===== config.mk =====
export PLATFORM = sky130hd
export DESIGN_NAME = array_feeder
export DESIGN_NICKNAME = d
export VERILOG_FILES = /design/src/rtl/array_feeder.sv
export SDC_FILE = /design/constraint.sdc
export NUM_CORES = 1
export LEC_CHECK = 0
export BUFFER_PORTS_ARGS = -buffer_cell sky130_fd_sc_hd__buf_2
export CAP_MARGIN = 20
export CORE_ASPECT_RATIO = 0.6
export CORE_MARGIN = 3
export CORE_UTILIZATION = 60
export CTS_CLUSTER_SIZE = 25
export DETAILED_ROUTE_END_ITERATION = 10
export PLACE_DENSITY = 0.79
export SYNTH_ARGS = -nofsm -noshare
export SYNTH_HDL_FRONTEND = slang
export SYNTH_SLANG_ARGS = --single-unit

===== constraint.sdc =====
create_clock -name clk -period 40.6 [get_ports clk]
set_clock_uncertainty 0.15 [all_clocks]
set_input_delay 6.09 -clock clk [delete_from_list [all_inputs] [get_ports clk]]
set_output_delay 6.09 -clock clk [all_outputs]
set_load 0.03 [all_outputs]

===== src/rtl/array_feeder.sv =====
// Tile buffer + diagonal skew feeder for the PE array: K beats in, one CLEAR cycle, K+rows+cols-1 skewed STREAM cycles, one DONE cycle.
// Outputs are registered (first stream word one cycle after CLEAR); in_ready only in LOAD, so loads stall while a tile is replayed.
module array_feeder #(
    parameter int width = 16,
    parameter int rows  = 4,
    parameter int cols  = 4,
    parameter int depth = 8
) (
    input  logic                         clk,
    input  logic                         rst,
    input  logic                         in_valid,
    output logic                         in_ready,
    input  logic                         in_last,
    input  logic [cols*width-1:0]        in_data,
    input  logic [rows*width-1:0]        w_data,
    output logic [cols*width-1:0]        ins,
    output logic [rows*width-1:0]        ws,
    output logic [rows*cols*2-1:0]       ctls,
    output logic                         busy,
    output logic                         done,
    output logic [$clog2(depth+1)-1:0]   tile_len
);

    localparam int KW = $clog2(depth + 1);
    localparam int TW = $clog2(depth + rows + cols);
    localparam int AW = (depth > 1) ? $clog2(depth) : 1;

    typedef enum logic [1:0] {S_LOAD, S_CLEAR, S_STREAM, S_DONE} state_t;

    state_t                  state_q, state_d;
    logic [KW-1:0]           cnt_q, cnt_d;
    logic [KW-1:0]           k_q, k_d;
    logic [TW-1:0]           t_q, t_d;
    logic [cols*width-1:0]   ins_q, ins_d;
    logic [rows*width-1:0]   ws_q, ws_d;
    logic [rows*cols*2-1:0]  ctls_q, ctls_d;
    logic                    accept;

    logic [cols*width-1:0]   a_mem [depth];
    logic [rows*width-1:0]   w_mem [depth];

    always_comb begin
        state_d = state_q;
        cnt_d   = cnt_q;
        k_d     = k_q;
        t_d     = t_q;
        accept  = (state_q == S_LOAD) && in_valid;
        case (state_q)
            S_LOAD: begin
                if (accept) begin
                    cnt_d = cnt_q + 1'b1;
                    if (in_last || (int'(cnt_q) + 1 == depth)) begin
                        k_d     = cnt_q + 1'b1;
                        state_d = S_CLEAR;
                    end
                end
            end
            S_CLEAR: begin
                state_d = S_STREAM;
                t_d     = '0;
            end
            S_STREAM: begin
                if (int'(t_q) == int'(k_q) + rows + cols - 2) state_d = S_DONE;
                else                                          t_d     = t_q + 1'b1;
            end
            S_DONE: begin
                state_d = S_LOAD;
                cnt_d   = '0;
                t_d     = '0;
            end
            default: state_d = S_LOAD;
        endcase
    end

    // Output registers are loaded from the next-cycle state so they line up with state_q.
    always_comb begin
        int idx;
        idx    = 0;
        ins_d  = '0;
        ws_d   = '0;
        ctls_d = '0;
        if (state_d == S_CLEAR) begin
            for (int p = 0; p < rows*cols; p++) ctls_d[2*p +: 2] = 2'b10;
        end else if (state_d == S_STREAM) begin
            for (int c = 0; c < cols; c++) begin
                idx = int'(t_d) - c;
                if (idx >= 0 && idx < int'(k_q))
                    ins_d[c*width +: width] = a_mem[AW'(idx)][c*width +: width];
            end
            for (int r = 0; r < rows; r++) begin
                idx = int'(t_d) - r;
                if (idx >= 0 && idx < int'(k_q))
                    ws_d[r*width +: width] = w_mem[AW'(idx)][r*width +: width];
            end
            for (int r = 0; r < rows; r++) begin
                for (int c = 0; c < cols; c++) begin
                    if (int'(t_d) >= r + c + 1 && int'(t_d) <= r + c + int'(k_q))
                        ctls_d[2*(c*rows+r) +: 2] = 2'b01;
                end
            end
        end
    end

    always_ff @(posedge clk or posedge rst) begin
        if (rst) begin
            state_q <= S_LOAD;
            cnt_q   <= '0;
            k_q     <= '0;
            t_q     <= '0;
            ins_q   <= '0;
            ws_q    <= '0;
            ctls_q  <= '0;
        end else begin
            state_q <= state_d;
            cnt_q   <= cnt_d;
            k_q     <= k_d;
            t_q     <= t_d;
            ins_q   <= ins_d;
            ws_q    <= ws_d;
            ctls_q  <= ctls_d;
        end
    end

    always_ff @(posedge clk) begin
        if (accept) begin
            a_mem[cnt_q[AW-1:0]] <= in_data;
            w_mem[cnt_q[AW-1:0]] <= w_data;
        end
    end

    assign in_ready = (state_q == S_LOAD);
    assign busy     = (state_q != S_LOAD);
    assign done     = (state_q == S_DONE);
    assign tile_len = k_q;
    assign ins      = ins_q;
    assign ws       = ws_q;
    assign ctls     = ctls_q;

endmodule


==> After elaboration in Yosys (flattened, before gate mapping) <==
Memory sizes are Yosys's and may differ from the RTL's.
Index checks and enable logic that the tools add are counted.
{ "totals": {"reg_bits": 174, "ram_bits": 1024, "input_bits": 132, "word_cells": 103, "n_memories": 2} }
{ "classes": {"n_addsub": 14, "order_cmp": 22, "n_eq_ne": 8, "muxes": 31, "n_reduce_logical": 19} }
{ "mem_list": {"columns": ["name", "words", "word_bits", "rd", "rd_ports_with_merged_regs", "wr", "line", "text"], "rows": [
  ["a_mem", 8, 64, 4, 0, 1, "39", "logic [cols*width-1:0] a_mem [depth];"],
  ["w_mem", 8, 64, 4, 0, 1, "40", "logic [rows*width-1:0] w_mem [depth];"]
]} }
{ "ops": {"columns": ["op", "count"], "rows": [
  ["$mux W64", 4],
  ["$mux W16", 8],
  ["$add A32 B4 Y32 const B", 1],
  ["$eq A5 B32 Y1", 1],
  ["$mux W32", 1],
  ["$sub A32 B3 Y32 const B", 1],
  ["$mux W31", 1],
  ["$le A4 B5 Y1", 6],
  ["$ge A4 B3 Y1 const B", 4],
  ["$pmux W4 S2", 2],
  ["$add A3 B4 Y5 const A", 3],
  ["$ge A5 B1 Y1 const B", 3],
  ["$lt A5 B5 Y1", 3],
  ["$logic_and A1 B1 Y1", 12],
  ["$add A2 B4 Y5 const A", 2],
  ["$sub A4 B2 Y5 const B", 2],
  ["$mux W1", 9],
  ["$add A4 B1 Y4 const B", 2],
  ["$ge A4 B1 Y1 const B", 2],
  ["$ge A4 B2 Y1 const B", 2],
  ["$mux W4", 2],
  ["$pmux W2 S4", 1],
  ["$eq A2 B2 Y1 const B", 3],
  ["$mux W2", 3],
  ["other kinds (14)", 16]
]} }

==> Depth between registers and ports, before layout <==
Gate-level depths: netlist (run 1).
{ "depth": {"word_depth": 12, "mapped_depth": 21} }

==> Worst setup path after synthesis (run 1) <==
No wires, ideal clock.
{ "synth_path": {"path_kind": "input -> register", "from": "in in_valid", "to": "mem a_mem[0][0] (netlist name), enable pin", "setup_ns": 0.929, "t_arrival_ns": 18.274, "required_ns": 39.521, "setup_slack_ns": 21.247, "path_stages": 2, "cell_sequence": "nand2_1 nor4_1"} }
{ "synth_via": {"elab_chain_len": 3} }
{ "synth_rtl": {"columns": ["item", "line", "text"], "rows": [
  ["start, declared", "11", "input logic in_valid,"],
  ["$logic_and A1 B1 Y1", "47", "accept = (state_q == S_LOAD) && in_valid;"],
  ["$mux W1", "125", "if (accept) begin"],
  ["$mux W1 (implied by the code)", "126", "a_mem[cnt_q[AW-1:0]] <= in_data;"],
  ["end, declared", "39", null]
]} }
Every way passes these cells.

==> Final worst setup path (run 1) <==
{ "layout_path": {"from": "in in_valid", "to": "reg ws_q[51], in the netlist ws[51]"} }
{ "layout_via": {"elab_chain_len": 6} }
{ "layout_rtl": {"columns": ["item", "line", "text"], "rows": [
  ["$logic_and A1 B1 Y1 *", "47", null],
  ["$mux W2 *", "50", "if (accept) begin"],
  ["$pmux W2 S4 *", "48", "case (state_q)"],
  ["$eq A2 B2 Y1", "84", "end else if (state_d == S_STREAM) begin"],
  ["$mux W64", "84", null],
  ["$mux W64 *", "82", "if (state_d == S_CLEAR) begin"],
  ["net ws_d[51]", "35", "logic [rows*width-1:0] ws_q, ws_d;"],
  ["end signal, assigned", "119", "ws_q <= ws_d;"],
  ["end, declared", "35", null]
]} }
The timed path passes the listed nets; every way through them passes the cells marked *.
A chain may end at the register's enable or synchronous reset.

==> reports/qor.yml, run 1 <==
outcome:
  status: "completed"
job:
  max-cap-violations: 0
cts:
  ctsResizeCount: 0
  cts_setup_buffers: 0
  cts_sinks: 1174
  clock_latency_ps: 670
  cts_tree: "done"
  cts_max_path_buffers: 3
  clk_pin_slew_ps: 60
  numCtsBuffers: 100
  clockRootBuffer: "clkbuf_16"
  holdBufCountCts: 0
  htreeDepth: 3
synth:
  syn_inst: 2858
  yosys_warnings: 0
  synth-edff-count: 1024
  syn_area_sq_um: 44800
  yosysTopAreaCellShare_pct: 68.6
  yosys.area.top_type: "edfxtp_1"
  ys_types: 68
  synth-seq-area-share_pct: 77.0
  syn_area_per_cell_sq_um: 15.7
  yosys-top-cells-area: "edfxtp_1 (69%), dfrtp_1 (8.4%), nand2_1 (4.9%)"
  synthFlopType: "edfxtp_1"
  ys_ff_latch: 1174
  postSynth.asyncResetShare_pct: 12.8
  synth_nets: 3036
power_and_ir_drop:
  cellLeakagePower_nw: 18.4
  peakVddDrop_mv: 0.0348
  p_per_area_nw_per_um2: 45.5
finish:
  n_fill_cell: 4479
  syn_to_final_growth_pct: 13.2
  fin_nets: 3303
  fin_util_pct: 69.6
  design_area_sq_um: 50700
  seqCellArea_sq_um: 34500
  multi_input_area_sq_um: 9520
  drive_above_1_share_pct: 19.0
setup_path:
  crit_required_ps: 41030
  criticalPathCategory: "in -> reg"
  cp-start-kind: "input pin"
  cp_max_fo: 32
  arrival_ps: 9210
  rrSetupSlack_ps: 34130
  crit_path_end_kind: "register"
drt:
  ant_nets: 0
  wl_mm: 107
  wl_per_cell_um: 25.4
  first_iter_violations: 3506
  drc: 0
  via_count: 26400
  viasPerCell: 6.30
  dr.pass1.iters: 6
timing:
  max_slew_margin_pct: 28.1
  hold_viol: 0
  fin_setup_tns_ps: 0
  worst_slack_ps: 31820
  fmax_ghz: 0.114
  rsz0062_at_grt: "false"
  worst_slew_pin_slew_ps: 1080
  slew_violations: 0
  period_minus_slack_ps: 8780
  setup_viol: 0
  fin_crit_sh_pct: 21.6
placement:
  place_hpwl_mm: 58.4
  place_congestion: 0.825
  dpl_worst_slack_ps: 31120
  postPlaceCellArea_sq_um: 47200
  numPortBuffers: 298
global_routing:
  grt_first_pass_wirelength_mm: 162
  gr-usage-all-layers_pct: 27.3
  antenna_found_initial: 18
  first_global_vias: 26500
  grt_overflow: 0
  grt_max_degree: 219
worst_hold_path:
  hp-class: "reg -> reg"
die:
  start_util_pct: 61.5
  die_h_um: 218
  die_area_sq_um: 78100
  core_area_sq_um: 72800
  boundaryPins: 299
  die_w_um: 359
  num_rows: 76
## cell type report
type	count	area share [%]
Multi-Input combinational cell	1469	18.8
Clock buffer	132	5.53
Inverter	34	0.291
Timing Repair Buffer	346	3.87
Tap cell	975	2.40
Clock inverter	55	1.07
Sequential cell	1174	68.0
Antenna cell	10	0.0493
## cells by family (layout without fill, tap and decap cells)
group,count (synthesis),count (layout),share of synthesized area [%]
AND/OR/NAND/NOR,920,920,8.54
buffers and inverters,215,567,2.13
XOR/XNOR,16,16,0.360
other,0,10,0
multiplexers,133,133,4.76
flip-flops,1174,1174,77.0
adder cells (fa/ha/maj),46,46,1.28
AO/OA/AOI/OAI,354,354,5.95
## layer usage
layer,global-route usage (%),wire [um],vias up
met4,9.26,3060,18
li1,-,-,11300
met1,38.5,42400,13400
met5,0,115,-
met3,6.18,10500,229
met2,42.9,50700,1492
## sequential cells by signal, summed over array words and instances (netlist names), 4 cells and up
name      cells
a_mem       512
w_mem       512
ins          64
ws           64
ctls          8
cnt_q         4
t_q           4
tile_len      4
## cells in the final DEF, fill, tap and decap left out, types with 6 or more instances in the layout
cell type	instances
nor2_1	145
bufinv_16	10
buf_2	298
nor2b_1	9
clkinv_1	14
dfrtp_1	150
and3_1	50
a32oi_1	63
edfxtp_1	1024
o221ai_1	58
clkinv_2	23
nand2b_1	6
diode_2	10
clkbuf_8	12
clkbuf_16	103
clkbuf_1	17
a21oi_1	58
nor3_1	7
mux2i_1	66
xnor2_1	10
buf_4	42
inv_1	25
ha_1	46
nand3_1	76
a32o_1	33
a211oi_1	7
o22ai_1	39
and2_1	11
a31oi_1	36
mux4_2	64
o21ai_0	17
nand2_1	589
## stage by stage
stage	hold slack [ps]	std cells	total power (W)
4_1_cts	459	4181	0.00232
3_5_place_dp	456	3994	0.00136
5_1_grt	490	4192	0.00237
3_3_place_gp	439	3993	0.00136
6_report	458	4195	0.00231
2_1_floorplan	422	2858	0.00134
## power breakdown
part | switching, W | internal (W) | total, W
clock network | 0.000421 | 0.000551 | 0.000972
logic | 0.0000184 | 0.00000485 | 0.0000233
registers | 0 | 0.00131 | 0.00131
## worst paths after layout
path | start | endpoint | cells after the start
max reg2reg | tile_len[2]$_DFFE_PP0P_ | ins[21]$_DFF_PP0_ | 18
max | in_valid | ws[51]$_DFF_PP0_ | 8
min reg2reg | w_mem[5][61]$_DFFE_PP_ | ws[61]$_DFF_PP0_ | 3
max in group asynchronous | rst | ins[1]$_DFF_PP0_ | 3
min | w_mem[5][61]$_DFFE_PP_ | ws[61]$_DFF_PP0_ | 3
min in group asynchronous | rst | ws[17]$_DFF_PP0_ | 2
## cell usage after synthesis, types with 33 or more instances
library cell  instances
ha_1                 46
nand2_1             589
mux2i_1              66
edfxtp_1           1024
clkbuf_1            104
buf_2                37
nor2_1              149
a32oi_1              63
nand3_1              76
o221ai_1             58
a31oi_1              37
o22ai_1              39
dfrtp_1             150
and3_1               50
a32o_1               33
mux4_2               64
a21oi_1              60
## critical path, stage by stage
cell and delay [ps]:
buf_2 150, nand2_1 340, a21oi_1 220, nor2b_1 230
nand3_1 500, a211o_1 540, nor2_4 850, a32o_1 270
Power figures use the tool's default switching activity.
==> inputs of run 2 (changes only) <==
clock period = 8.4 ns   (was 40.6 ns; I/O delays follow)
==> run 2 against run 1 <==
Effect of this change:
- combinational power rose to 4.6 times the previous value
- first-iteration DRC count down 21%
- clock power rose to 4.8 times the previous value
- clock-buffer cell count down 14
- sequential cell count unchanged
- die area unchanged
- power rose to 4.8 times the previous value
- via count down 2.3%
- sequential power rose to 4.8 times the previous value
- utilization down 0.11 points
==> reports/qor.yml, run 2 (synthesis gave the netlist of run 1 again) <==
timing:
  fmax_ghz: 0.164
  worst_slew_pin_slew_ps: 1170
  fin_crit_sh_pct: 72.6
  rsz0062_at_grt: "false"
  holdWs_ps: 469
  max_slew_margin_pct: 22.0
  hold_viol: 0
  setup_viol: 0
  slew_violations: 0
  period_minus_slack_ps: 6100
drt:
  viasPerCell: 6.16
  via_count: 25800
  wl_per_cell_um: 24.8
  wl_mm: 104
  ant_nets: 0
  dr.pass1.iters: 6
  drc: 0
  first_iter_violations: 2757
global_routing:
  antenna_found_initial: 23
  grt_first_pass_wirelength_mm: 158
  gr-usage-all-layers_pct: 26.6
  grt_overflow: 0
  grtUsageMet2_pct: 43.0
  gr-usage-met1_pct: 36.2
  grt_use_met3_pct: 6.16
  grt_max_degree: 213
  first_global_vias: 26600
  top_usage_layer: "met2"
setup_path:
  cp_max_fo: 35
  rr_startpoint: "tile_len[2]$_DFFE_PP0P_"
  rrSetupSlack_ps: 2300
  crit_path_end_kind: "register"
  criticalPathCategory: "reg -> reg"
  crit_required_ps: 8810
  r2r_end: "ins[29]$_DFF_PP0_"
  ff2ff_path_depth: 17
  arrival_ps: 6500
  cp-start-kind: "register"
die:
  core_area_sq_um: 72800
  die_area_sq_um: 78100
  start_util_pct: 61.5
  die_w_um: 359
  num_rows: 76
  die_h_um: 218
  boundaryPins: 299
placement:
  numPortBuffers: 298
  place_hpwl_mm: 55.0
  postPlaceCellArea_sq_um: 47300
  dp.cells: 3993
  place_congestion: 0.838
power_and_ir_drop:
  p_per_area_nw_per_um2: 218
  cellLeakagePower_nw: 18.4
  peakVddDrop_mv: 0.143
cts:
  cts_tree: "done"
  ctsResizeCount: 0
  htreeDepth: 3
  numCtsBuffers: 99
  clock_latency_ps: 660
  cts_max_path_buffers: 3
  cts_setup_buffers: 0
  clk_pin_slew_ps: 60
  holdBufCountCts: 0
  cts_sinks: 1174
  clockRootBuffer: "clkbuf_16"
worst_hold_path:
  holdPathStages: 3
  min_to: "ws[57]$_DFF_PP0_"
  min_from: "w_mem[6][57]$_DFFE_PP_"
  hp-class: "reg -> reg"
job:
  max-cap-violations: 0
finish:
  fin_nets: 3301
  design_area_sq_um: 50600
  drive_above_1_share_pct: 18.8
  syn_to_final_growth_pct: 13.0
  layout_commonest_cell: "edfxtp_1"
  fin_cells: 4194
  fin_util_pct: 69.5
  layout_common_cells: "edfxtp_1 (1,024), nand2_1 (589), buf_2 (298)"
outcome:
  status: "completed"
[run 2: changes by cell type in the layout (fill, tap and decap cells not counted), moves of 2 or more]
cell / previous run / this run
buf_4: 42 / 40
clkbuf_1: 17 / 11
diode_2: 10 / 12
clkbuf_8: 12 / 7
buf_16: 5 / 3
inv_6: 3 / 7
clkinv_1: 14 / 26
clkbuf_16: 103 / 100
clkinv_2: 23 / 19
[run 2: power by group]
part / internal (W) / total [W] / switching (W)
logic: 0.0000234 / 0.000107 / 0.0000832
registers: 0.00634 / 0.00634 / 0
clock network: 0.00259 / 0.00462 / 0.00203
[run 2: worst max-delay path, cell delays in order, from the launching register on]
cell and delay [ps]:
dfrtp_1 560, inv_1 280, ha_1 320, xnor3_1 390, nor3_2 340, o21a_2 320
o31a_1 160, o32a_2 770, xnor2_4 170, buf_4 430, inv_2 440, ha_1 430
o21ai_0 100, nand2b_1 90, a211oi_1 400, o31ai_4 120, buf_4 300, a21oi_1 210
[run 2: per-layer routing]
metal | up-vias | wire [um]
met2 | 1194 | 50900
met3 | 192 | 9170
li1 | 11300 | -
met4 | 22 | 2490
met5 | - | 134
met1 | 13100 | 41200
[run 2: final cells by class]
cell class,instances,area (sq um)
multi-input combinational,1469,9530
timing repair buffer,345,1940
fill,4570,22200
tap,975,1220
sequential,1174,34500
clock inverter,67,632
antenna,12,30.0
clock buffer,118,2640
inverter,34,148
[run 2: worst max-delay path by stage]
| stage | cells past startpoint | start | slack [ps] | end |
|---|---|---|---|---|
| detailed placement | 17 | tile_len[2]$_DFFE_PP0P_ | 2310 | ins[29]$_DFF_PP0_ |
| finish | 17 | tile_len[2]$_DFFE_PP0P_ | 2300 | ins[29]$_DFF_PP0_ |
| global route | 17 | tile_len[2]$_DFFE_PP0P_ | 1940 | ws[31]$_DFF_PP0_ |
| global placement | 17 | tile_len[2]$_DFFE_PP0P_ | 2650 | ins[29]$_DFF_PP0_ |
| floorplan | 2 | in_valid | -2670 | a_mem[3][0]$_DFFE_PP_ |
| CTS | 17 | tile_len[2]$_DFFE_PP0P_ | 2330 | ins[29]$_DFF_PP0_ |
[run 2: stage by stage]
stage	setup slack, ps	power (W)	setup TNS, ps
floorplan	-2670	0.00648	-1114150
global placement	2650	0.00656	0
detailed placement	2310	0.00657	0
CTS	2330	0.0111	0
global route	1940	0.0114	0
finish	2300	0.0111	0
